$ cat config.mk
export PLATFORM = sky130hd
export DESIGN_NAME = sound_ram_arbiter
export DESIGN_NICKNAME = d
export VERILOG_FILES = /design/src/rtl/sound_ram_arbiter.sv
export SDC_FILE = /design/constraint.sdc
export NUM_CORES = 1
export LEC_CHECK = 0
export ABC_AREA = 1
export CAP_MARGIN = 25
export CORE_ASPECT_RATIO = 1.4
export CORE_MARGIN = 2
export CORE_UTILIZATION = 49
export CTS_CLUSTER_DIAMETER = 80
export CTS_CLUSTER_SIZE = 30
export DETAILED_ROUTE_END_ITERATION = 8
export PLACE_DENSITY = 0.82
export SYNTH_ARGS = -nofsm -noshare
export SYNTH_HDL_FRONTEND = slang
export SYNTH_SLANG_ARGS = --single-unit
$ cat constraint.sdc
create_clock -name clk -period 2.17 [get_ports clk]
set_input_delay 0.434 -clock clk [delete_from_list [all_inputs] [get_ports clk]]
set_output_delay 0.434 -clock clk [all_outputs]
set_load 0.02 [all_outputs]
$ cat src/rtl/sound_ram_arbiter.sv
// ---------------------------------------------------------------------------
// sound_ram_arbiter
//
// Shares the 64 KB single-port synchronous sound RAM between the DOC
// wavetable fetch port and the sound GLU host port. Each DOC cycle (one
// doc_enable pulse) is divided into phases by a 4-bit counter `ph`.
//
// Slot schedule (outputs are registered, so each entry is what the RAM
// sees while `ph` holds that value):
//   ph 0 : DOC read address on ram_addr (if a fetch is pending)
//   ph 1 : ram_q carries the DOC byte; it is captured on the ph 1 -> 2 edge
//   ph 2 : doc_fetch_valid pulses; buffered host write drives ram_we
//   ph 3 : sound_addr on ram_addr (host read prefetch)
//   ph 4 : ram_q carries the prefetch byte; captured into host_rd
//   ph 5+: glu_rd_data shows the prefetched byte (when ram_access = 1)
//
// Parameters:
//   FRAME_MIN  phases a frame needs for all slots to complete. A doc_enable
//              arriving while ph < FRAME_MIN abandons the remaining slots.
//              Must be at least 5 so that the slots never overlap a restart.
//
// Ports:
//   clk              system clock (14 MHz, shared with the GLU)
//   reset_n          synchronous active-low reset
//   doc_enable       GLU frame pulse, one per DOC cycle
//   ram_access       GLU mode: 1 = sound RAM, 0 = DOC registers
//   sound_addr       GLU address pointer
//   sound_data_out   GLU write data
//   ram_wr           GLU RAM write strobe
//   doc_reg_data     DOC register read data
//   doc_fetch_req    DOC wavetable read request
//   doc_fetch_addr   DOC fetch address (sampled with doc_fetch_req)
//   doc_fetch_data   fetched byte
//   doc_fetch_valid  one-cycle pulse qualifying doc_fetch_data
//   glu_rd_data      data returned to the GLU sound_data_in port
//   ram_addr         RAM address
//   ram_din          RAM write data
//   ram_we           RAM write enable
//   ram_q            RAM read data, valid one cycle after its address
//   wbuf_ovf         sticky: a buffered host write was lost before commit
//
// Optional feature macro: SOUND_RAM_FWD_EN
//   When defined, a DOC fetch whose address matches the pending host write
//   buffer at the ph 0 slot returns the buffered byte instead of the stale
//   RAM contents. The write still commits at ph 2 in either build.
// ---------------------------------------------------------------------------
module sound_ram_arbiter #(
  parameter int FRAME_MIN = 5
) (
  input  logic        clk,
  input  logic        reset_n,
  input  logic        doc_enable,
  input  logic        ram_access,
  input  logic [15:0] sound_addr,
  input  logic [7:0]  sound_data_out,
  input  logic        ram_wr,
  input  logic [7:0]  doc_reg_data,
  input  logic        doc_fetch_req,
  input  logic [15:0] doc_fetch_addr,
  output logic [7:0]  doc_fetch_data,
  output logic        doc_fetch_valid,
  output logic [7:0]  glu_rd_data,
  output logic [15:0] ram_addr,
  output logic [7:0]  ram_din,
  output logic        ram_we,
  input  logic [7:0]  ram_q,
  output logic        wbuf_ovf
);

  localparam logic [3:0] PH_IDLE = 4'd15;

  // Phase counter
  logic [3:0]  ph;
  logic [3:0]  ph_d;

  // DOC request capture
  logic        doc_pend;
  logic        doc_pend_d;
  logic [15:0] doc_addr;
  logic [15:0] doc_addr_d;
  logic        doc_taken;
  logic        doc_taken_d;

  // Host write buffer
  logic        wb_full;
  logic        wb_full_d;
  logic [15:0] wb_addr;
  logic [15:0] wb_addr_d;
  logic [7:0]  wb_data;
  logic [7:0]  wb_data_d;

  // Host read prefetch result
  logic [7:0]  host_rd;
  logic [7:0]  host_rd_d;

  // Registered outputs, next values
  logic [15:0] ram_addr_d;
  logic [7:0]  ram_din_d;
  logic        ram_we_d;
  logic [7:0]  doc_fetch_data_d;
  logic        doc_fetch_valid_d;
  logic [7:0]  glu_rd_data_d;
  logic        wbuf_ovf_d;

  // Slot decode
  logic        short_frame;
  logic        slot_doc_issue;
  logic        slot_doc_done;
  logic        slot_wr_commit;
  logic        slot_prefetch;
  logic        slot_host_done;

  // Byte delivered to the DOC when its fetch completes
  logic [7:0]  doc_read_byte;

  // A frame pulse arriving before FRAME_MIN phases have elapsed cuts the
  // frame short. Every completion slot below is gated with it, so an
  // abandoned slot neither clears its pending flag nor touches the RAM.
  assign short_frame = doc_enable && (int'({28'd0, ph}) < FRAME_MIN);

  // Each slot strobe fires on the clock edge that enters the phase in which
  // its effect must be visible, which is why they decode the phase before.
  assign slot_doc_issue = doc_enable && doc_pend;
  assign slot_doc_done  = (ph == 4'd1) && doc_taken && !short_frame;
  assign slot_wr_commit = (ph == 4'd1) && wb_full && !short_frame;
  assign slot_prefetch  = (ph == 4'd2) && !short_frame;
  assign slot_host_done = (ph == 4'd4) && !short_frame;

`ifdef SOUND_RAM_FWD_EN
  // Forwarding decision is taken at the ph 0 slot alongside the DOC read,
  // and the buffered byte is held until the fetch completes, so a later
  // overwrite of the buffer cannot change what this fetch returns.
  logic        fwd_hit;
  logic        fwd_hit_d;
  logic [7:0]  fwd_data;
  logic [7:0]  fwd_data_d;

  always_comb begin
    fwd_hit_d  = fwd_hit;
    fwd_data_d = fwd_data;
    if (slot_doc_issue) begin
      fwd_hit_d  = wb_full && (wb_addr == doc_addr);
      fwd_data_d = wb_data;
    end
  end

  always_ff @(posedge clk) begin
    if (!reset_n) begin
      fwd_hit  <= 1'b0;
      fwd_data <= 8'd0;
    end else begin
      fwd_hit  <= fwd_hit_d;
      fwd_data <= fwd_data_d;
    end
  end

  assign doc_read_byte = fwd_hit ? fwd_data : ram_q;
`else
  assign doc_read_byte = ram_q;
`endif

  // Phase counter: restart on the frame pulse, otherwise count up and park
  // at the idle value.
  always_comb begin
    ph_d = ph;
    if (doc_enable) begin
      ph_d = 4'd0;
    end else if (ph != PH_IDLE) begin
      ph_d = ph + 4'd1;
    end
  end

  // Request capture. Completion clears a flag, but a capture in the same
  // cycle is applied afterwards so the new request survives to next frame.
  always_comb begin
    doc_pend_d  = doc_pend;
    doc_addr_d  = doc_addr;
    doc_taken_d = doc_taken;
    wb_full_d   = wb_full;
    wb_addr_d   = wb_addr;
    wb_data_d   = wb_data;
    wbuf_ovf_d  = wbuf_ovf;

    if (doc_enable) begin
      doc_taken_d = doc_pend;
    end else if (slot_doc_done) begin
      doc_taken_d = 1'b0;
    end

    if (slot_doc_done) begin
      doc_pend_d = 1'b0;
    end
    if (doc_fetch_req) begin
      doc_pend_d = 1'b1;
      doc_addr_d = doc_fetch_addr;
    end

    if (slot_wr_commit) begin
      wb_full_d = 1'b0;
    end
    if (ram_wr) begin
      wb_full_d = 1'b1;
      wb_addr_d = sound_addr;
      wb_data_d = sound_data_out;
      // The buffered byte is only lost if it is not committing this cycle.
      if (wb_full && !slot_wr_commit) begin
        wbuf_ovf_d = 1'b1;
      end
    end
  end

  // RAM port and result registers. ram_addr and ram_din hold between slots.
  always_comb begin
    ram_addr_d        = ram_addr;
    ram_din_d         = ram_din;
    ram_we_d          = 1'b0;
    doc_fetch_data_d  = doc_fetch_data;
    doc_fetch_valid_d = 1'b0;
    host_rd_d         = host_rd;

    if (slot_doc_issue) begin
      ram_addr_d = doc_addr;
    end
    if (slot_wr_commit) begin
      ram_addr_d = wb_addr;
      ram_din_d  = wb_data;
      ram_we_d   = 1'b1;
    end
    if (slot_prefetch) begin
      ram_addr_d = sound_addr;
    end

    if (slot_doc_done) begin
      doc_fetch_data_d  = doc_read_byte;
      doc_fetch_valid_d = 1'b1;
    end
    if (slot_host_done) begin
      host_rd_d = ram_q;
    end
  end

  // The GLU mux uses the new host_rd value so the prefetch is visible from
  // ph 5 rather than one cycle later.
  assign glu_rd_data_d = ram_access ? host_rd_d : doc_reg_data;

  always_ff @(posedge clk) begin
    if (!reset_n) begin
      ph              <= PH_IDLE;
      doc_pend        <= 1'b0;
      doc_addr        <= 16'd0;
      doc_taken       <= 1'b0;
      wb_full         <= 1'b0;
      wb_addr         <= 16'd0;
      wb_data         <= 8'd0;
      wbuf_ovf        <= 1'b0;
      host_rd         <= 8'd0;
      ram_addr        <= 16'd0;
      ram_din         <= 8'd0;
      ram_we          <= 1'b0;
      doc_fetch_data  <= 8'd0;
      doc_fetch_valid <= 1'b0;
      glu_rd_data     <= 8'd0;
    end else begin
      ph              <= ph_d;
      doc_pend        <= doc_pend_d;
      doc_addr        <= doc_addr_d;
      doc_taken       <= doc_taken_d;
      wb_full         <= wb_full_d;
      wb_addr         <= wb_addr_d;
      wb_data         <= wb_data_d;
      wbuf_ovf        <= wbuf_ovf_d;
      host_rd         <= host_rd_d;
      ram_addr        <= ram_addr_d;
      ram_din         <= ram_din_d;
      ram_we          <= ram_we_d;
      doc_fetch_data  <= doc_fetch_data_d;
      doc_fetch_valid <= doc_fetch_valid_d;
      glu_rd_data     <= glu_rd_data_d;
    end
  end

endmodule

==> metrics.csv, run 1 <==
stage,metric,value,unit
timing,min_period_over_period,82.5,%
critical_path,r2r-end,doc_taken,
yosys,synthSimpleGateAreaFrac,22.7,%
timing,rsz0062_at_grt,false,
yosys,synth_top_area_cell,dfxtp_1,
floorplan,core-area,8510,um^2
critical_path,path_class,flip-flop to output pin,
placed_design,hpwl,7510,um
power,p_int,3.08,mW
critical_path,crit_fanout,2,
timing,fin_crit,1.79,ns
critical_path,cp_data_arrival_time,1.36,ns
power,clkPwrFrac,37.4,%
clock_network,cts.sinks,98,
yosys,ys_seq_elements,98,
timing,slew_headroom,63.9,%
yosys,synth_top_family_by_area,simple AND/OR/NAND/NOR gates,
routing,wl,10500,um
timing,finalHoldViolations,0,
clock_network,clock_latency,0.35,ns
timing,worst_slack,0.379,ns
hold_path,min_path_cells,2,
power,power_frac_seq,47.3,%
clock_network,root_buffer,clkbuf_16,
timing,worstMarginPinSlew,0.542,ns
routing,drtIter0Drc,273,
routing,vias,3936,
yosys,ys_seq_area_share,45.9,%
floorplan,ios,105,
yosys,synthXorXnorAreaFrac,0.410,%
global_route,grt_pass1_vias,3860,
clock_network,clockBufferDepth,2,
critical_path,required,1.74,ns
clock_network,htree_levels,3,
global_route,grt_max_degree,66,
clock_network,numCtsBuffers,9,
yosys,ys_warn_count,0,
yosys,syn_nets,638,
critical_path,cpMaxStageDelayCell,clkdlybuf4s50_1,
power,p_comb_share,15.3,%
power,leakagePower,2.52,nW
routing,drc,0,
critical_path,worstSetupStartpointType,flip-flop,
yosys,postSynthCellCount,572,
power,swShare,26.0,%
power,power_density,736,nW/um^2
cells_and_area,drive_above_1_share,9.52,%
status,outcome,finished clean,
flow_run,maxCapViolCount,0,
clock_network,cts.clk_slew.worst_paths,0.06,ns
cells_and_area,postLayoutCellArea,5660,um^2
critical_path,rr_startpoint,ph[0],
floorplan,die_h,114,um
hold_path,holdPathEnd,doc_addr[12],
critical_path,cpPeakStageDelay,0.63,ns
global_route,grt_overflow,0,
yosys,syn_area_per_cell,7.47,um^2
timing,fmax,558,MHz
cells_and_area,final_nets,733,
yosys,synth.top_cell.area_share,45.9,%
routing,wl_per_cell,13.5,um
power,netSwitchingPower,1.08,mW
cells_and_area,antenna_cells,0,
yosys,synth_edf_count,0,
yosys,synth_compound_area_share,17.4,%
timing,drv_slew,0,
placed_design,gp_congestion,0.813,
global_route,track_usage,22.5,%
critical_path,ff2ff_path_depth,10,
routing,dr.pass1.iters,5,
clock_network,cts_hold_buf,0,
placed_design,pre_cts_ws,0.169,ns
placed_design,io_buffers,104,
floorplan,core.rowCount,40,
global_route,grt_pass1_wl,17300,um
yosys,synthArstFlopShare,0,%
hold_path,hp-start,doc_addr[12],
timing,finalSetupTns,0,ns
clock_network,cts_setup_buffers,0,
yosys,synth_mux_area_share,0,%
global_route,grt_antenna_before_repair,0,
placed_design,placed_area,5370,um^2
yosys,synth.distinct_cells,31,
floorplan,start_util,50.2,%
timing,setup_viol,0,
routing,viasPerCell,5.07,
cells_and_area,n_fill_cell,710,
yosys,synth_fa_ha_area_share,1.17,%
power,ir_drop,435,uV
yosys,syn_area,4270,um^2
cells_and_area,layout-area-overhead-vs-synth,32.4,%
critical_path,crit_family,buffers and inverters,
yosys,synthTopCellsByArea,"dfxtp_1, o21ai_0, inv_1",
clock_network,cts_resized,0,
routing,antenna_left,0,
floorplan,fp.dieW,82.9,um
hold_path,min_path_type,flip-flop to flip-flop,
floorplan,die_area,9490,um^2
power,total_power,4.16,mW
critical_path,end_kind,output pin,
timing,finClkSkew,0.00335,ns
critical_path,path_cells,clkdlybuf4s50_1,
critical_path,r2r_setup_slack,0.40,ns
clock_network,cts_tree,built,
yosys,synth_ff_type,dfxtp_1,
critical_path,crit_buf_inv,1,
cell type report:
type                            count  area (um^2)  share of cell area [%]
Clock inverter                      6         57.6                    1.02
Tap cell                          105          131                    2.32
Sequential cell                    98         1960                    34.7
Multi-Input combinational cell    347         1780                    31.5
Clock buffer                       10          229                    4.05
Inverter                           95          359                    6.35
Timing Repair Buffer              116         1140                    20.1
per-stage QoR:
stage | utilization [%] | cells | hold slack (ns)
2_1_floorplan | - | 572 | 0.430
3_3_place_gp | 63.1 | 761 | 0.445
3_5_place_dp | 63.1 | 761 | 0.447
4_1_cts | 66.5 | 777 | 0.457
5_1_grt | 66.5 | 777 | 0.477
6_report | 66.5 | 777 | 0.458
layer usage:
metal / vias to the layer above / wire length [um] / global-route usage [%]
met5: - / 0 / 0
met4: 0 / 366 / 12.2
met3: 23 / 518 / 3.53
met2: 124 / 5500 / 41.5
met1: 1796 / 4140 / 24.7
li1: 1993 / - / -
how the worst max path moves through the flow:
stage / start / end / slack (ns) / cells after the start
detailed placement: doc_enable / ram_addr[2] / 0.17 / 9
finish: ram_addr[1] / ram_addr[1] / 0.38 / 1
floorplan: ph[0] / ram_addr[10] / 0.57 / 11
global route: ph[0] / doc_fetch_data[7] / 0.18 / 10
global placement: doc_enable / ram_addr[0] / 0.22 / 9
CTS: ram_addr[1] / ram_addr[1] / 0.37 / 1
state kept, by name, summed over array words and instances, names as in the netlist, 4 cells and up:
| name | count |
|---|---|
| doc_addr | 16 |
| doc_fetch_data | 8 |
| glu_rd_data | 8 |
| host_rd | 8 |
| ph | 4 |
| ram_addr | 16 |
| ram_din | 8 |
| wb_addr | 16 |
| wb_data | 8 |
cell families (layout without fill, tap and decap cells):
family	Yosys count	count (layout)
buffers and inverters	127	227
adders and majority gates	4	4
DFF	98	98
and+or+nand+nor	203	203
AOI/OAI and AO/OA	138	138
xor gates and xnor gates	2	2
Yosys cell counts, types with 3 or more instances:
master,n
buf_6,3
and2_1,7
clkbuf_1,16
nor2_2,11
nor2_1,74
dfxtp_1,98
inv_2,3
nand2_4,3
a21oi_2,11
o21ai_0,74
inv_1,90
nor2_4,3
ha_1,4
nand3_1,51
nand2_1,48
buf_2,8
a21oi_1,48
power groups by stage:
stage | clock (mW) | combinational [mW] | sequential, mW
3_3_place_gp | 0 | 0.618 | 2.00
5_1_grt | 1.64 | 0.707 | 1.98
4_1_cts | 1.56 | 0.641 | 1.97
3_5_place_dp | 0 | 0.637 | 2.01
6_report | 1.56 | 0.639 | 1.97
2_1_floorplan | 0 | 0.336 | 2.03
cells in the final DEF (no fill, tap or decap), drive strengths merged, types with 7 or more instances in the layout:
master	count
a21oi	59
and2	7
buf	13
clkbuf	10
clkdlybuf4s50	103
dfxtp	98
inv	94
nand2	52
nand3	52
nor2	90
o21ai	74
Power figures use the tool's default switching activity.
==> inputs of run 2 (changes only) <==
==> constraint.sdc (replaced) <==
create_clock -name clk -period 1.8 [get_ports clk]
set_input_delay 0.36 -clock clk [delete_from_list [all_inputs] [get_ports clk]]
set_output_delay 0.36 -clock clk [all_outputs]
set_load 0.02 [all_outputs]
==> run 2 against run 1 <==
Via count rose by 2.5%. Die area did not move. Design area rose by 2.3%. Clock-buffer cell count did not move. Routed wire length rose by 1.9%. Worst hold slack got worse by 0.00054 ns. Flip-flop and latch count did not move. Power rose by 18%. Combinational power rose by 27%. Sequential power rose by 20%. Cell count rose by 0.77%. Core utilization rose by 1.5 points. Largest cell class unchanged.
==> metrics.csv, run 2 (synthesis gave the netlist of run 1 again) <==
stage,metric,value,unit,change
status,outcome,finished clean,,
critical_path,r2r-end,ram_addr[1],,
hold_path,min_path_type,flip-flop to flip-flop,,
clock_network,cts_hold_buf,0,,unchanged
clock_network,numCtsBuffers,9,,unchanged
critical_path,worstSetupStartpointType,flip-flop,,
clock_network,root_buffer,clkbuf_16,,
floorplan,core-area,8510,um^2,unchanged
critical_path,path_class,flip-flop to output pin,,
cells_and_area,antenna_cells,0,,unchanged
routing,drtIter0Drc,260,,-4.8%
critical_path,cpPeakStageDelay,0.62,ns,about the same
routing,drc,0,,unchanged
critical_path,crit_buf_inv,1,,unchanged
timing,fin_crit,1.70,ns,
timing,worstMarginPinSlew,0.520,ns,-0.0222 ns
power,p_comb_share,16.5,%,+1.2 points
clock_network,cts.sinks,98,,unchanged
cells_and_area,final_nets,739,,+0.82%
global_route,grt_antenna_before_repair,0,,unchanged
placed_design,io_buffers,104,,unchanged
timing,fmax,589,MHz,
critical_path,rr_startpoint,ph[1],,
timing,setup_viol,0,,unchanged
cells_and_area,reg_top3,"doc_addr x16, ram_addr x16, wb_addr x16",,
hold_path,holdPathEnd,doc_addr[15],,
clock_network,clockBufferDepth,2,,unchanged
floorplan,die_h,114,um,unchanged
critical_path,cpMaxStageDelayCell,clkdlybuf4s50_1,,
power,clkPwrFrac,35.3,%,-2.1 points
flow_run,maxCapViolCount,0,,unchanged
hold_path,min_path_cells,2,,unchanged
floorplan,core.rowCount,40,,unchanged
placed_design,placed_area,5500,um^2,+2.3%
global_route,track_usage,22.9,%,+0.31 points
critical_path,path_cells,clkdlybuf4s50_1,,
power,ir_drop,621,uV,+43%
placed_design,gp_congestion,0.828,,+1.8%
critical_path,required,1.44,ns,-0.30 ns
floorplan,fp.dieW,82.9,um,unchanged
cells_and_area,drive_above_1_share,10.5,%,+0.95 points
routing,vias,4036,,+2.5%
power,netSwitchingPower,1.31,mW,+21%
placed_design,hpwl,7570,um,+0.78%
power,power_frac_seq,48.2,%,+0.9 points
cells_and_area,postLayoutCellArea,5790,um^2,+2.3%
power,p_int,3.62,mW,+17%
global_route,grt_pass1_vias,3922,,+1.6%
clock_network,clock_latency,0.34,ns,about the same
timing,min_period_over_period,94.4,%,
timing,drv_slew,0,,unchanged
hold_path,hp-start,doc_addr[15],,
floorplan,die_area,9490,um^2,unchanged
timing,finalSetupTns,0,ns,unchanged
timing,finClkSkew,0.0113,ns,+0.00799 ns
power,total_power,4.92,mW,+18%
critical_path,ff2ff_path_depth,9,,-1
routing,antenna_left,0,,unchanged
clock_network,htree_levels,3,,unchanged
timing,slew_headroom,65.3,%,+1.4 points
floorplan,ios,105,,unchanged
timing,rsz0062_at_grt,false,,
cells_and_area,final_util,68.0,%,+1.5 points
critical_path,r2r_setup_slack,0.12,ns,-0.28 ns
critical_path,crit_fanout,2,,unchanged
routing,wl_per_cell,13.7,um,+1.2%
power,leakagePower,2.58,nW,+2.1%
critical_path,end_kind,output pin,,
floorplan,start_util,50.2,%,unchanged
routing,dr.pass1.iters,5,,unchanged
routing,viasPerCell,5.15,,+1.8%
cells_and_area,n_fill_cell,713,,+0.42%
cells_and_area,layout_common_cells,"clkdlybuf4s50_1, dfxtp_1, inv_1",,
global_route,grt_pass1_wl,17600,um,+1.6%
clock_network,cts.clk_slew.worst_paths,0.07,ns,about the same
cells_and_area,layout-area-overhead-vs-synth,35.5,%,
timing,finalHoldViolations,0,,unchanged
critical_path,crit_family,buffers and inverters,,
global_route,grt_max_degree,84,,+27%
critical_path,cp_data_arrival_time,1.34,ns,-0.02 ns
routing,wl,10700,um,+1.9%
power,power_density,851,nW/um^2,+16%
power,swShare,26.6,%,+0.61 points
clock_network,cts_tree,built,,
cells_and_area,layout_commonest_cell,clkdlybuf4s50_1,,
global_route,grt_overflow,0,,unchanged
## run 2: cell count changes in the layout (fill, tap and decap cells not counted)
cell	delta
bufinv_16	-1
buf_12	+8
dfxtp_2	+1
buf_4	-2
inv_6	+1
clkinvlp_4	+2
clkinv_2	-2
dfxtp_1	-1
## run 2: stage by stage
step	worst slack [ns]	hold WS [ns]	cells
floorplan	0.204	0.430	572
global placement	-0.000923	0.445	766
detailed placement	-0.0771	0.447	766
CTS	0.00883	0.458	782
global route	0.0255	0.475	783
finish	0.101	0.457	783
## run 2: worst max-delay path by stage
stage                startpoint           endpoint  cells past startpoint
floorplan                 ph[0]       ram_addr[10]                     11
global placement     doc_enable          doc_taken                      9
detailed placement   doc_enable          doc_taken                      9
CTS                       ph[0]          doc_taken                     10
global route              ph[1]  doc_fetch_data[0]                     10
finish              ram_addr[2]        ram_addr[2]                      1
## run 2: timing repair
action | in CTS | in global routing
resized for setup | 0 | 1
setup endpoints to repair | 0 | 11
buffers inserted | 0 | 1
## run 2: cell type report
class                           count  area [um^2]  share of cell area, %
Inverter                           95          359                   6.21
Sequential cell                    98         1960                   33.9
Multi-Input combinational cell    347         1780                   30.7
Clock buffer                       10          229                   3.96
Timing Repair Buffer              122         1280                   22.2
Clock inverter                      6         41.3                  0.714
Tap cell                          105          131                   2.27
## run 2: tightest hold or removal path: stages, from the launching register on
cell	delay [ns]
dfxtp_1	0.30
inv_1	0.05
a21oi_1	0.06
## run 2: metal layers
layer	track usage (%)	wire length (um)	part of all wire [%]	up-vias
met5	0	0	0	-
met4	11.3	238	2.2	0
met3	4.04	532	5.0	20
met2	44.0	5850	55	121
met1	23.6	4110	38	1888
li1	-	-	-	2007
## run 2: power by group through the flow
| stage | Clock [mW] | Sequential (mW) | Combinational (mW) |
|---|---|---|---|
| detailed placement | 0 | 2.42 | 0.807 |
| global placement | 0 | 2.41 | 0.782 |
| finish | 1.74 | 2.37 | 0.813 |
| CTS | 1.77 | 2.37 | 0.816 |
| floorplan | 0 | 2.45 | 0.405 |
| global route | 1.85 | 2.39 | 0.895 |
